===== src/rtl/gun_overlay_pkg.sv =====
// Shared types and colour constants for the light-gun cursor overlay.
package gun_overlay_pkg;

  typedef logic [23:0] rgb_t;

  typedef enum logic [1:0] {
    CUR_CROSS = 2'd0,
    CUR_BOX   = 2'd1,
    CUR_LINES = 2'd2,
    CUR_DOT   = 2'd3
  } cursor_mode_e;

  localparam rgb_t GUN_COLOR [4] = '{24'h00FF00, 24'h00FFFF, 24'hFFFF00, 24'hFF00FF};
  localparam rgb_t TRIGGER_COLOR = 24'hFF0000;

endpackage


===== src/rtl/gun_cursor_channel.sv =====
// One cursor channel: frame-latched gun position, clipped hit test and trigger flash state.
// GUN_CURSOR_FLASH_HOLD_EN adds a per-gun hold counter that stretches the flash over frames.
module gun_cursor_channel
  import gun_overlay_pkg::*;
#(
  parameter int unsigned COORD_W    = 12,
  parameter int unsigned CROSS_SIZE = 4
`ifdef GUN_CURSOR_FLASH_HOLD_EN
  ,
  parameter int unsigned HOLD_FRAMES = 8
`endif
) (
  input  logic               clk,
  input  logic               reset,
  input  logic               pixel_ce,
  input  logic               vblank_rise,
  input  logic [1:0]         cross_mode,
  input  logic [COORD_W-1:0] max_x,
  input  logic [COORD_W-1:0] max_y,
  input  logic [COORD_W-1:0] x_pix,
  input  logic [COORD_W-1:0] y_pix,
  input  logic               blank,
  input  logic [COORD_W-1:0] gun_x,
  input  logic [COORD_W-1:0] gun_y,
  input  logic               gun_valid,
  input  logic               gun_trigger,
  output logic               hit,
  output logic               flashing
);

  localparam int unsigned EW = COORD_W + 1;
  localparam logic [EW-1:0] ARM = EW'(CROSS_SIZE);

  logic [COORD_W-1:0] gx_q, gy_q;
  logic               valid_q;

  // Position is only taken at the start of vertical blank so a cursor never tears.
  always_ff @(posedge clk or posedge reset) begin
    if (reset) begin
      gx_q    <= '0;
      gy_q    <= '0;
      valid_q <= 1'b0;
    end else if (pixel_ce && vblank_rise) begin
      gx_q    <= gun_x;
      gy_q    <= gun_y;
      valid_q <= gun_valid;
    end
  end

  logic [EW-1:0] gx_e, gy_e, x_e, y_e, mx_e, my_e;
  logic [EW-1:0] sum_x, sum_y, lox, hix, loy, hiy;
  logic          in_x, in_y, on_screen, shape_hit;

  always_comb begin
    gx_e  = {1'b0, gx_q};
    gy_e  = {1'b0, gy_q};
    x_e   = {1'b0, x_pix};
    y_e   = {1'b0, y_pix};
    mx_e  = {1'b0, max_x};
    my_e  = {1'b0, max_y};
    sum_x = gx_e + ARM;
    sum_y = gy_e + ARM;
    lox   = (gx_e >= ARM) ? gx_e - ARM : '0;
    loy   = (gy_e >= ARM) ? gy_e - ARM : '0;
    hix   = (sum_x > mx_e) ? mx_e : sum_x;
    hiy   = (sum_y > my_e) ? my_e : sum_y;

    in_x      = (x_e >= lox) && (x_e <= hix);
    in_y      = (y_e >= loy) && (y_e <= hiy);
    on_screen = (gx_e <= mx_e) && (gy_e <= my_e);

    unique case (cursor_mode_e'(cross_mode))
      CUR_CROSS: shape_hit = ((y_e == gy_e) && in_x) || ((x_e == gx_e) && in_y);
      CUR_BOX:   shape_hit = (in_x && ((y_e == loy) || (y_e == hiy))) ||
                             (in_y && ((x_e == lox) || (x_e == hix)));
      CUR_LINES: shape_hit = (x_e == gx_e) || (y_e == gy_e);
      CUR_DOT:   shape_hit = in_x && in_y;
    endcase

    hit = shape_hit && valid_q && on_screen && !blank;
  end

`ifdef GUN_CURSOR_FLASH_HOLD_EN
  localparam logic [7:0] HOLD_INIT = 8'(HOLD_FRAMES);

  logic       trig_q;
  logic [7:0] hold_q;

  // A fresh trigger press reloads the counter even on a vblank edge.
  always_ff @(posedge clk or posedge reset) begin
    if (reset) begin
      trig_q <= 1'b0;
      hold_q <= '0;
    end else if (pixel_ce) begin
      trig_q <= gun_trigger;
      if (gun_trigger && !trig_q) begin
        hold_q <= HOLD_INIT;
      end else if (vblank_rise && (hold_q != 8'd0)) begin
        hold_q <= hold_q - 8'd1;
      end
    end
  end

  assign flashing = (hold_q != 8'd0) || gun_trigger;
`else
  assign flashing = gun_trigger;
`endif

endmodule


===== src/rtl/gun_cursor_overlay.sv =====
// Multi-gun cursor overlay on the post-OSD pixel stream; two pixel_ce stages of latency.
// Define GUN_CURSOR_FLASH_HOLD_EN to keep the trigger colour for HOLD_FRAMES frames.
module gun_cursor_overlay
  import gun_overlay_pkg::*;
#(
  parameter int unsigned NUM_GUNS    = 2,
  parameter int unsigned COORD_W     = 12,
  parameter int unsigned CROSS_SIZE  = 4,
  parameter int unsigned HOLD_FRAMES = 8
) (
  input  logic                        clk,
  input  logic                        reset,
  input  logic                        pixel_ce,
  input  logic                        enable,
  input  logic [1:0]                  cross_mode,
  input  logic [COORD_W-1:0]          max_x,
  input  logic [COORD_W-1:0]          max_y,
  input  logic [COORD_W-1:0]          x_pix,
  input  logic [COORD_W-1:0]          y_pix,
  input  logic [7:0]                  R_in,
  input  logic [7:0]                  G_in,
  input  logic [7:0]                  B_in,
  input  logic                        hsync_in,
  input  logic                        vsync_in,
  input  logic                        hblank_in,
  input  logic                        vblank_in,
  input  logic [NUM_GUNS*COORD_W-1:0] gun_x,
  input  logic [NUM_GUNS*COORD_W-1:0] gun_y,
  input  logic [NUM_GUNS-1:0]         gun_trigger,
  input  logic [NUM_GUNS-1:0]         gun_valid,
  output logic [7:0]                  R_out,
  output logic [7:0]                  G_out,
  output logic [7:0]                  B_out,
  output logic                        hsync_out,
  output logic                        vsync_out,
  output logic                        hblank_out,
  output logic                        vblank_out,
  output logic [NUM_GUNS-1:0]         cursor_hit
);

  if (NUM_GUNS < 1 || NUM_GUNS > 4 || HOLD_FRAMES < 1 || HOLD_FRAMES > 255) begin : g_param_check
    $error("gun_cursor_overlay: NUM_GUNS must be 1..4 and HOLD_FRAMES 1..255");
  end

  logic vblank_prev_q;
  logic vblank_rise;

  assign vblank_rise = vblank_in && !vblank_prev_q;

  logic [NUM_GUNS-1:0] hit_c, flash_c;

  for (genvar g = 0; g < NUM_GUNS; g++) begin : g_chan
    gun_cursor_channel #(
      .COORD_W    (COORD_W),
      .CROSS_SIZE (CROSS_SIZE)
`ifdef GUN_CURSOR_FLASH_HOLD_EN
      ,
      .HOLD_FRAMES(HOLD_FRAMES)
`endif
    ) u_chan (
      .clk        (clk),
      .reset      (reset),
      .pixel_ce   (pixel_ce),
      .vblank_rise(vblank_rise),
      .cross_mode (cross_mode),
      .max_x      (max_x),
      .max_y      (max_y),
      .x_pix      (x_pix),
      .y_pix      (y_pix),
      .blank      (hblank_in || vblank_in),
      .gun_x      (gun_x[g*COORD_W +: COORD_W]),
      .gun_y      (gun_y[g*COORD_W +: COORD_W]),
      .gun_valid  (gun_valid[g]),
      .gun_trigger(gun_trigger[g]),
      .hit        (hit_c[g]),
      .flashing   (flash_c[g])
    );
  end

  // Stage 1: hit tests plus the video they refer to.
  rgb_t                rgb_s1_q;
  logic [3:0]          sync_s1_q;
  logic [NUM_GUNS-1:0] hit_s1_q, flash_s1_q;

  always_ff @(posedge clk or posedge reset) begin
    if (reset) begin
      vblank_prev_q <= 1'b0;
      rgb_s1_q      <= '0;
      sync_s1_q     <= '0;
      hit_s1_q      <= '0;
      flash_s1_q    <= '0;
    end else if (pixel_ce) begin
      vblank_prev_q <= vblank_in;
      rgb_s1_q      <= {R_in, G_in, B_in};
      sync_s1_q     <= {hsync_in, vsync_in, hblank_in, vblank_in};
      hit_s1_q      <= hit_c & {NUM_GUNS{enable}};
      flash_s1_q    <= flash_c;
    end
  end

  // Priority chain: the lowest-index hitting gun ends up at the head.
  rgb_t color_chain [NUM_GUNS+1];

  assign color_chain[NUM_GUNS] = rgb_s1_q;

  for (genvar g = 0; g < NUM_GUNS; g++) begin : g_prio
    assign color_chain[g] = !hit_s1_q[g] ? color_chain[g+1] :
                            flash_s1_q[g] ? TRIGGER_COLOR : GUN_COLOR[g];
  end

  // Stage 2: colour mux output.
  rgb_t                rgb_out_q;
  logic [3:0]          sync_out_q;
  logic [NUM_GUNS-1:0] hit_out_q;

  always_ff @(posedge clk or posedge reset) begin
    if (reset) begin
      rgb_out_q  <= '0;
      sync_out_q <= '0;
      hit_out_q  <= '0;
    end else if (pixel_ce) begin
      rgb_out_q  <= color_chain[0];
      sync_out_q <= sync_s1_q;
      hit_out_q  <= hit_s1_q;
    end
  end

  assign R_out      = rgb_out_q[23:16];
  assign G_out      = rgb_out_q[15:8];
  assign B_out      = rgb_out_q[7:0];
  assign hsync_out  = sync_out_q[3];
  assign vsync_out  = sync_out_q[2];
  assign hblank_out = sync_out_q[1];
  assign vblank_out = sync_out_q[0];
  assign cursor_hit = hit_out_q;

endmodule

===== config.mk =====
export PLATFORM = sky130hd
export DESIGN_NAME = gun_cursor_overlay
export DESIGN_NICKNAME = d
export VERILOG_FILES = /design/src/rtl/gun_overlay_pkg.sv /design/src/rtl/gun_cursor_channel.sv /design/src/rtl/gun_cursor_overlay.sv
export SDC_FILE = /design/constraint.sdc
export NUM_CORES = 1
export LEC_CHECK = 0
export ABC_CLOCK_PERIOD_IN_PS = 5400
export BUFFER_PORTS_ARGS = -buffer_cell sky130_fd_sc_hd__buf_2
export CORE_ASPECT_RATIO = 0.6
export CORE_MARGIN = 8
export CORE_UTILIZATION = 44
export DETAILED_ROUTE_END_ITERATION = 7
export SYNTH_ARGS = -nofsm -noshare
export SYNTH_HDL_FRONTEND = slang
export SYNTH_SLANG_ARGS = --single-unit

===== constraint.sdc =====
create_clock -name clk -period 5.4 [get_ports clk]
set_input_delay 1.08 -clock clk [delete_from_list [all_inputs] [get_ports clk]]
set_output_delay 1.08 -clock clk [all_outputs]
set_load 0.03 [all_outputs]

==> results of run 1 <==
power by group through the flow:
stage | sequential (µW) | clock, µW | combinational [µW]
5_1_grt | 1210 | 786 | 2550
6_report | 1190 | 738 | 2290
2_1_floorplan | 1130 | 0 | 1600
3_3_place_gp | 1190 | 0 | 2200
3_5_place_dp | 1200 | 0 | 2230
4_1_cts | 1180 | 761 | 2250
registers in the layout (all words and copies together), names as in the netlist:
signal and flops:
sync_out_q 4, g_chan.u_chan.valid_q 2, hit_s1_q 2, rgb_out_q 24
sync_s1_q 4, rgb_s1_q 24, g_chan.u_chan.gx_q 24, flash_s1_q 2
cursor_hit 2, g_chan.u_chan.gy_q 24
layout by cell type, fill, tap and decap left out, types with 4 or more instances in the layout:
cell and count:
a31oi_1 5, o31ai_1 4, nand2b_1 15, or4_1 4, or3_1 8, a21oi_1 75, o211ai_1 5, xnor2_1 31
a211oi_1 14, xor2_1 74, nor2b_1 10, and4_1 4, nor3_1 15, mux2i_1 33, o22ai_1 10, nand3_1 53
buf_2 163, dfrtp_1 110, o21a_1 9, nor4_1 25, clkbuf_16 9, nor3b_1 4, a21o_1 29, buf_4 35
ha_1 196, nand4_1 24, o21ai_0 35, and3_1 11, nand2_1 72, inv_1 71, nor2_1 64, o221ai_1 17
o2111ai_1 4, mux2_2 90
how the worst min path moves through the flow:
stage / cells past startpoint / slack, ns / endpoint
final: 1 / 0.51 / sync_out_q[2]
after global routing: 1 / 0.53 / sync_s1_q[3]
after CTS: 1 / 0.51 / sync_out_q[2]
after detailed placement: 1 / 0.49 / sync_s1_q[3]
after global placement: 1 / 0.49 / sync_out_q[3]
after floorplan: 1 / 0.47 / sync_s1_q[3]
metrics by stage:
stage	instance area, µm²	hold slack (ns)
final	12910	0.5060
after global routing	12910	0.5252
after CTS	12900	0.5137
after detailed placement	12570	0.4920
after global placement	12570	0.4853
after floorplan	11330	0.4750
area by class of cell:
type                            instances  area, µm²  area share [%]
Multi-Input combinational cell        995       8016           62.10
Sequential cell                       112       2805           21.73
Timing Repair Buffer                  198       1079           8.354
Tap cell                              329      411.6           3.189
Inverter                               72      272.8           2.113
Clock buffer                            9      225.2           1.745
Clock inverter                          7      97.59          0.7560
Antenna cell                            1      2.502         0.01938
routing by layer:
layer	vias up	track usage (%)
met4	12	4.316
met2	473	32.54
met5	-	0
met3	48	9.318
li1	4832	-
met1	4764	36.19
logic make-up (layout without fill, tap and decap cells):
group,count (synthesis),after routing
other,0,1
XOR/XNOR,105,105
adder cells (fa/ha/maj),196,196
multiplexers,123,123
AND/OR/NAND/NOR,331,331
flip-flops,112,112
buffers and inverters,130,286
AO/OA/AOI/OAI,240,240
worst max-delay path: stages (launching register included):
cell and delay [ns]:
dfrtp_1 0.52, ha_1 0.26, nand2_1 0.07, nor2_1 0.21, nand3_1 0.13, xnor2_1 0.24
ha_1 0.29, a21o_1 0.16, a21oi_1 0.20, nand3_1 0.09, o21ai_0 0.35, and2_2 0.38
mux2_2 0.37, ha_1 0.28, nand3_1 0.10, nor4_2 0.06, or4_1 0.48, o22ai_1 0.36
o32ai_1 0.17, nor3_1 0.17, a211oi_1 0.07
==> results.toml, run 1 <==
[status]
run_status = "finished clean"

[pwr]
power.sequential.fraction_pct = 28.2
swShare_pct = 44.79
powerDensity_nw_per_um2 = 326.9
p_leak_uw = 0.006347
combinational_fraction_of_design_power_pct = 54.3
total_power_uw = 4220
power_switching_uw = 1890
internal-power_uw = 2330
ir_worst_vdd_mv = 0.1575
clockPowerShare_pct = 17.5

[floorplanning]
die_width_um = 223.2
die_outline_height_um = 140.3
floorplan.io_pins = 164
floorplan.die_area_um2 = 31310
core_region_area_um2 = 25280
rows = 45
start_util_pct = 44.82

[sta]
final_hold_viol_count = 0
fmax_mhz = 197.7
final_min_period_over_clock_period_pct = 93.65
timing_max_transition_violations_final = 0
slew-limit-headroom_pct = 25.76
setup_viol_count_final = 0
fin_crit_ns = 5.057
timing_worst_slew_pin_value_ns = 1.110
finalSetupTns_ns = 0
postLayoutSetupSlackWorst_ns = 0.3431
timing.clock.skew_ns = 0.006767

[cts]
insertion_delay_ns = 0.37
tritoncts = "done"
worst_setup_hold_path_clk_slew_ns = 0.08
post_cts_resized = 0
cts_buffers = 9
cts_num_sinks = 112
cts.hold.buffers_added = 0
post-cts-setup-buffer-count = 0
clockRootBuffer = "clkbuf_16"
cts_max_path_buffers = 2
h-tree-depth = 3

[setup_path]
cp.arrival_ns = 5.31
setup.worst_path.end = "hit_s1_q[1]"
crit_path_start = "g_chan[1].u_chan.gy_q[2]"
critical_path.endpoint_type = "register"
timing.critical_path.required_ns = 5.65
timing.critical_path.fanout_max = 12
critPathLaunchType = "register"
rr_startpoint = "g_chan[1].u_chan.gy_q[2]"
worstReg2RegEnd = "hit_s1_q[1]"
timing_worst_setup_path_type = "register to register"
reg2reg_depth = 20
timing.reg2reg.setup_slack_ns = 0.34

[global_route]
grt_max_degree = 77
antenna_violations_before_repair = 7
first_pass_grt_wire_length_mm = 59.43
global_route_total_usage_across_every_layer_pct = 24.30
grt_pass1_vias = 9942
global_route.overflow_total = 0

[min_path]
start_point_of_the_worst_min_delay_path = "sync_out_q[2]"
hold_class = "register to register"

[logic_synthesis]
post_synth_num_cell_types = 68
post_synthesis_sequential_element_count = 112
register_area_share_after_synthesis_pct = 24.74
syn_inst = 1237
yosys-mux-area-fraction_pct = 11.86
synthSimpleGateAreaFrac_pct = 15.16
yosys.cell_count.top_type = "ha_1"
yosys_warnings = 0
synth_enable_flop_cells = 0
syn-mean-instance-area_um2 = 9.159
synth.top_cells.by_count = "ha_1 (196), dfrtp_1 (112), mux2_2 (90), a21oi_1 (75), xor2_1 (74)"
synth_fp_nets = 1567
post-synth-top-area-cell = "dfrtp_1"
synthFlopType = "dfrtp_1"
post_synth_instance_area_um2 = 11330
yosys-top-cells-area = "dfrtp_1 (25%), ha_1 (22%), mux2_2 (8.9%), xor2_1 (5.7%), a21oi_1 (3.3%)"
synth_compound_gate_area_share_pct = 13.90
synth_largest_type_area_fraction_pct = 24.74
largest_family_of_logic_cells_by_synthesized_area = "adder cells"
synth-adder-area-share_pct = 21.65
async_reset_ff_share_pct = 100.0
post_synth_xor_area_fraction_pct = 8.117

[job]
max_cap_violation_count = 0

[routing]
vias_per_cell = 5.879
route.antenna.remaining_nets = 0
dr.pass1.iters = 5
detailroute.via_count = 10130
highest-signal-layer = "met5"
routed_wirelength_mm = 38.62
first_iter_violations = 837
met1_length_mm = 18.63
avgRoutedWirePerCell_um = 22.41
wl_met2_mm = 14.66
detail_route.drc_violations = 0
met3_wirelength_mm = 4.722

[finish]
fin_cells = 1723
post_route_core_utilization_pct = 51.07
finalNetCount = 1718
fillerInstances = 2417
areaGrowthSynthToFinish_pct = 13.95
fraction_of_layout_instances_using_a_drive_strength_above_1_pct = 22.90

[place]
place_congestion = 0.9622
post_dp_hpwl_mm = 31.49
io_buffers = 163
post-place-ws_ns = 0.3165
dpl.cell_count = 1706
Power figures use the tool's default switching activity.
==> run 2: changes to the inputs <==
CORE_UTILIZATION = 60   (was 44)
PLACE_DENSITY = 0.83   (was default)
==> results.toml, run 2 (synthesized netlist as in run 1, its figures left out) <==
[status]
run_status = "finished clean"

[sta]
final_hold_viol_count = 0
final_min_period_over_clock_period_pct = 91.17
timing.clock.skew_ns = 0.01148
unrepaired_setup_endpoints_after_global_routing = "no"
timing_worst_slew_pin_value_ns = 1.076
fin_crit_ns = 4.923
timing_max_transition_violations_final = 0
fmax_mhz = 203.1
slew-limit-headroom_pct = 28.26
finalSetupTns_ns = 0
setup_viol_count_final = 0

[setup_path]
critPathLaunchType = "register"
timing_worst_setup_path_type = "register to register"
timing.critical_path.fanout_max = 12
timing.reg2reg.setup_slack_ns = 0.48
timing.critical_path.required_ns = 5.68
cp.arrival_ns = 5.20
reg2reg_depth = 20
critical_path.endpoint_type = "register"
rr_startpoint = "g_chan[1].u_chan.gy_q[3]"
worstReg2RegEnd = "hit_s1_q[1]"

[global_route]
grt_pass1_vias = 10250
first_pass_grt_wire_length_mm = 55.92
global_route.overflow_total = 0
grt_max_degree = 69
global_route_total_usage_across_every_layer_pct = 29.78
antenna_violations_before_repair = 3

[min_path]
hold-path-endpoint = "sync_out_q[3]"
start_point_of_the_worst_min_delay_path = "sync_s1_q[3]"
worstHoldPathCells = 1
hold_class = "register to register"

[place]
dpl.cell_count = 1613
place_congestion = 1.060
post_dp_hpwl_mm = 29.23
io_buffers = 163

[routing]
dr.pass1.iters = 6
avgRoutedWirePerCell_um = 22.09
first_iter_violations = 1292
route.antenna.remaining_nets = 0
vias_per_cell = 6.425
routed_wirelength_mm = 36.03
detailroute.via_count = 10480
detail_route.drc_violations = 0

[pwr]
powerDensity_nw_per_um2 = 326.8
ir_worst_vdd_mv = 0.2217
total_power_uw = 4154
p_leak_uw = 0.006299

[cts]
worst_setup_hold_path_clk_slew_ns = 0.08
clockRootBuffer = "clkbuf_16"
cts_max_path_buffers = 2
cts_num_sinks = 112
post-cts-setup-buffer-count = 0
post_cts_resized = 0
tritoncts = "done"
cts_buffers = 9
cts.hold.buffers_added = 0
h-tree-depth = 3
insertion_delay_ns = 0.36

[floorplanning]
die_outline_height_um = 122.4
die_width_um = 193.4
floorplan.io_pins = 164
core_region_area_um2 = 18790
rows = 39
start_util_pct = 60.31
floorplan.die_area_um2 = 23680

[finish]
fraction_of_layout_instances_using_a_drive_strength_above_1_pct = 22.13
most_frequent_cells_in_the_layout = "ha_1 (196), buf_2 (163), dfrtp_1 (112), mux2_2 (90), a21oi_1 (75)"
post_route_core_utilization_pct = 67.67
fillerInstances = 1475
most_common_cell_after_layout_fill_and_taps_aside = "ha_1"
fin_cells = 1631
finalNetCount = 1708
areaGrowthSynthToFinish_pct = 12.21

[job]
max_cap_violation_count = 0
## run 2: changes by cell type in the layout (fill, tap and decap cells not counted), moves of 2 or more
cell	before	now
buf_4	35	25
clkinv_4	0	2
dfrtp_1	110	112
dfrtp_2	2	0
## run 2: worst max path at each step
stage          slack (ns)  depth (start not counted)                     start          end
6_report             0.48                         20  g_chan[1].u_chan.gy_q[3]  hit_s1_q[1]
5_1_grt              0.12                         20  g_chan[1].u_chan.gy_q[3]  hit_s1_q[1]
4_1_cts              0.47                         20  g_chan[1].u_chan.gy_q[3]  hit_s1_q[1]
3_5_place_dp         0.47                         18                  max_y[7]  hit_s1_q[1]
3_3_place_gp         0.62                         18                  max_y[8]  hit_s1_q[1]
2_1_floorplan        0.91                         21  g_chan[1].u_chan.gy_q[4]  hit_s1_q[1]
## run 2: critical path, cell delays in order (launching register included)
cell and delay [ns]:
dfrtp_1 0.52, ha_1 0.28, nand2_1 0.07, nor2_1 0.19
nand3_1 0.12, xnor2_1 0.24, ha_1 0.29, a21o_1 0.16
a21oi_1 0.20, nand3_1 0.09, o21ai_0 0.21, and2_2 0.34
mux2_2 0.37, ha_1 0.27, nand3_1 0.08, nor4_1 0.38
or4_1 0.19, o22ai_1 0.11, o311ai_0 0.37, o21ai_0 0.17
a211oi_1 0.19
## run 2: layout make-up
class	instances	area [µm²]	share of cell area (%)
Antenna cell	2	5.005	0.03937
Clock buffer	9	225.2	1.771
Clock inverter	7	86.33	0.6791
Inverter	72	272.8	2.145
Multi-Input combinational cell	995	8010	63.01
Sequential cell	112	2803	22.05
Tap cell	246	307.8	2.421
Timing Repair Buffer	188	1003	7.893
## run 2: per-layer routing
layer,up-vias,wire length [µm],track usage [%],part of all wire [%]
met5,-,10,0,0.028
met4,2,643,6.989,1.8
met3,69,5258,12.90,15
met2,613,13730,40.41,38
met1,4977,16380,42.57,45
li1,4818,-,-,-
## run 2: stage by stage
| step | area (µm²) | worst slack (ns) | hold WS, ns |
|---|---|---|---|
| after floorplan | 11330 | 0.9069 | 0.4750 |
| after global placement | 12400 | 0.6192 | 0.4838 |
| after detailed placement | 12400 | 0.4687 | 0.4898 |
| after CTS | 12710 | 0.4723 | 0.5081 |
| after global routing | 12710 | 0.1206 | 0.5249 |
| final | 12710 | 0.4768 | 0.5039 |
## run 2: power breakdown
part	switching, µW	internal, µW	total [µW]	leakage [µW]
Sequential	261	966	1230	0.00134
Combinational	1240	974	2210	0.00481
Clock	343	371	713	0.000150
==> run 3: changes to the inputs <==
ABC_AREA = 1   (was default)
==> results.toml, run 3 <==
[finish]
num_antenna_cells = 0
final-seq-area_um2 = 2803
fraction_of_layout_instances_using_a_drive_strength_above_1_pct = 12.57
most_common_cell_after_layout_fill_and_taps_aside = "nand2_1"
design_area_um2 = 12930
most_frequent_cells_in_the_layout = "nand2_1 (401), ha_1 (196), nor2_1 (184), inv_1 (182), buf_2 (163)"
finalNetCount = 2123
areaGrowthSynthToFinish_pct = 11.03
fillerInstances = 1673
multi_input_comb_area_um2 = 7910

[sta]
timing.clock.skew_ns = 0.01329
unrepaired_setup_endpoints_after_global_routing = "no"
fin_crit_ns = 5.001
final_min_period_over_clock_period_pct = 92.61
finalSetupTns_ns = 0
timing_worst_slew_pin_value_ns = 1.136
fmax_mhz = 200.0
timing.hold.ws_ns = 0.4769
setup_viol_count_final = 0
final_hold_viol_count = 0
timing_max_transition_violations_final = 0
slew-limit-headroom_pct = 24.24

[setup_path]
critical_path.endpoint_type = "register"
cp.arrival_ns = 5.32
critPathLaunchType = "register"
timing.critical_path.required_ns = 5.72
timing_worst_setup_path_type = "register to register"
timing.critical_path.fanout_max = 13

[logic_synthesis]
synth_fp_nets = 1989
post_synthesis_sequential_element_count = 112
synth_enable_flop_cells = 0
register_area_share_after_synthesis_pct = 24.06
syn-mean-instance-area_um2 = 7.022
post-synth-top-area-cell = "dfrtp_1"
post_synth_num_cell_types = 49
yosys.cell_count.top_type = "nand2_1"
post_synth_instance_area_um2 = 11650
synthFlopType = "dfrtp_1"
yosys-top-cells-area = "dfrtp_1 (24%), ha_1 (21%), nand2_1 (13%), nor2_1 (5.9%), inv_1 (5.9%)"
yosys_warnings = 0
async_reset_ff_share_pct = 100.0
syn_inst = 1659
synth_largest_type_area_fraction_pct = 24.06
synth.top_cells.by_count = "nand2_1 (401), ha_1 (196), nor2_1 (184), inv_1 (183), a21oi_1 (130)"

[place]
place_congestion = 1.004
io_buffers = 163
post_dp_hpwl_mm = 31.29
post_dp_cell_area_um2 = 12610

[pwr]
swShare_pct = 48.54
combinational_fraction_of_design_power_pct = 53.7
clockPowerShare_pct = 17.8
internal-power_uw = 2085
powerDensity_nw_per_um2 = 313.3
power_switching_uw = 1967
ir_worst_vdd_mv = 0.2501
p_leak_uw = 0.007020
power.sequential.fraction_pct = 28.5

[global_route]
first_pass_grt_wire_length_mm = 60.67
grt_pass1_vias = 11060
global_route.overflow_total = 0
grt_max_degree = 67
antenna_violations_before_repair = 0
global_route_total_usage_across_every_layer_pct = 31.98

[floorplanning]
core_region_area_um2 = 19030
rows = 39
die_outline_height_um = 123.9
die_width_um = 195.9
floorplan.io_pins = 164
floorplan.die_area_um2 = 24280
start_util_pct = 61.22

[cts]
h-tree-depth = 3
cts_num_sinks = 112
cts.hold.buffers_added = 0
cts_buffers = 9
clockRootBuffer = "clkbuf_16"
worst_setup_hold_path_clk_slew_ns = 0.09
tritoncts = "done"
insertion_delay_ns = 0.38
cts_max_path_buffers = 2

[routing]
first_iter_violations = 1688
routed_wirelength_mm = 39.09
vias_per_cell = 5.894
avgRoutedWirePerCell_um = 19.12
detail_route.drc_violations = 0
dr.pass1.iters = 6
route.antenna.remaining_nets = 0
detailroute.via_count = 12050

[status]
run_status = "finished clean"

[min_path]
hold_class = "register to register"

[job]
max_cap_violation_count = 0
[run 3: changes by cell type in the layout (fill, tap and decap cells not counted), moves of 17 or more]
cell / before / now
nand2_1: 72 / 401
nor2_1: 64 / 184
inv_1: 71 / 182
mux2_2: 90 / 3
a21oi_1: 75 / 130
o21ai_0: 35 / 84
mux2i_1: 33 / 0
a21o_1: 29 / 3
nor4_1: 26 / 4
nor3_1: 15 / 36
o211ai_1: 5 / 23
o221ai_1: 17 / 0
[run 3: what timing repair did]
item | 4_1_cts | 5_1_grt
endpoints found under the setup margin | 0 | 1
gates resized for setup | 0 | 1
buffers inserted | 0 | 0
[run 3: final timing paths]
kind                            slack (ns)  cells after the start                     start                        to
worst max-delay path                  0.40                     27  g_chan[1].u_chan.gx_q[2]               hit_s1_q[1]
worst min-delay path                  0.48                      2              rgb_s1_q[12]              rgb_s1_q[12]
worst max register to register        0.40                     27  g_chan[1].u_chan.gx_q[2]               hit_s1_q[1]
worst min register to register        0.48                      2              rgb_s1_q[12]              rgb_s1_q[12]
max in group asynchronous             3.34                      3                     reset             rgb_out_q[23]
min in group asynchronous             0.89                      2                     reset  g_chan[1].u_chan.gx_q[8]
[run 3: power groups by stage]
stage          Combinational (µW)  Sequential (µW)  Clock, µW
2_1_floorplan                1520             1110          0
3_3_place_gp                 2010             1150          0
3_5_place_dp                 2080             1150          0
4_1_cts                      2090             1140        726
5_1_grt                      2460             1160        750
6_report                     2180             1150        720
[run 3: cell families after synthesis]
family / synth area share (%)
simple gates: 27.10
buf+inv: 8.270
xor+xnor: 6.090
compound gates: 13.15
fa+ha+maj: 21.05
flops: 24.06
mux: 0.2900
[run 3: layout make-up]
| class | count | area share, % |
|---|---|---|
| clock inverter | 6 | 0.5320 |
| clock buffer | 10 | 1.848 |
| timing repair buffer | 173 | 6.887 |
| inverter | 190 | 5.533 |
| multi-input combinational | 1307 | 61.15 |
| sequential | 112 | 21.67 |
| tap | 246 | 2.380 |
[run 3: stage by stage]
step | setup slack (ns) | std cells | total power (µW) | utilization [%]
2_1_floorplan | 1.361 | 1659 | 2632 | -
3_3_place_gp | 0.6548 | 2027 | 3162 | 66.28
3_5_place_dp | 0.5526 | 2027 | 3232 | 66.28
4_1_cts | 0.5242 | 2043 | 3958 | 67.90
5_1_grt | 0.02452 | 2044 | 4367 | 67.97
6_report | 0.3989 | 2044 | 4052 | 67.97
[run 3: per-layer routing]
layer	GRT usage [%]	wire length, µm
met5	0	0
met4	6.176	480
met3	15.19	6694
met2	39.93	13950
met1	47.97	17960
[run 3: worst max-delay path, cell delays in order, from the launching register on]
cell       delay [ns]
dfrtp_1          0.53
inv_1            0.19
nor3_2           0.36
nand3_1          0.24
nor2_1           0.25
nand3_1          0.12
xor2_1           0.20
inv_1            0.07
ha_1             0.27
nand2_1          0.06
nor2_1           0.12
nand2_1          0.07
o2111ai_1        0.08
nand2_1          0.26
buf_4            0.28
nand2_1          0.07
o21ai_0          0.08
ha_1             0.31
nand2_1          0.06
nor3_1           0.40
nand4_1          0.19
a21boi_1         0.33
nand3_1          0.12
nand3_1          0.11
nand2_1          0.06
inv_1            0.05
nand2_1          0.04
nand2_1          0.04
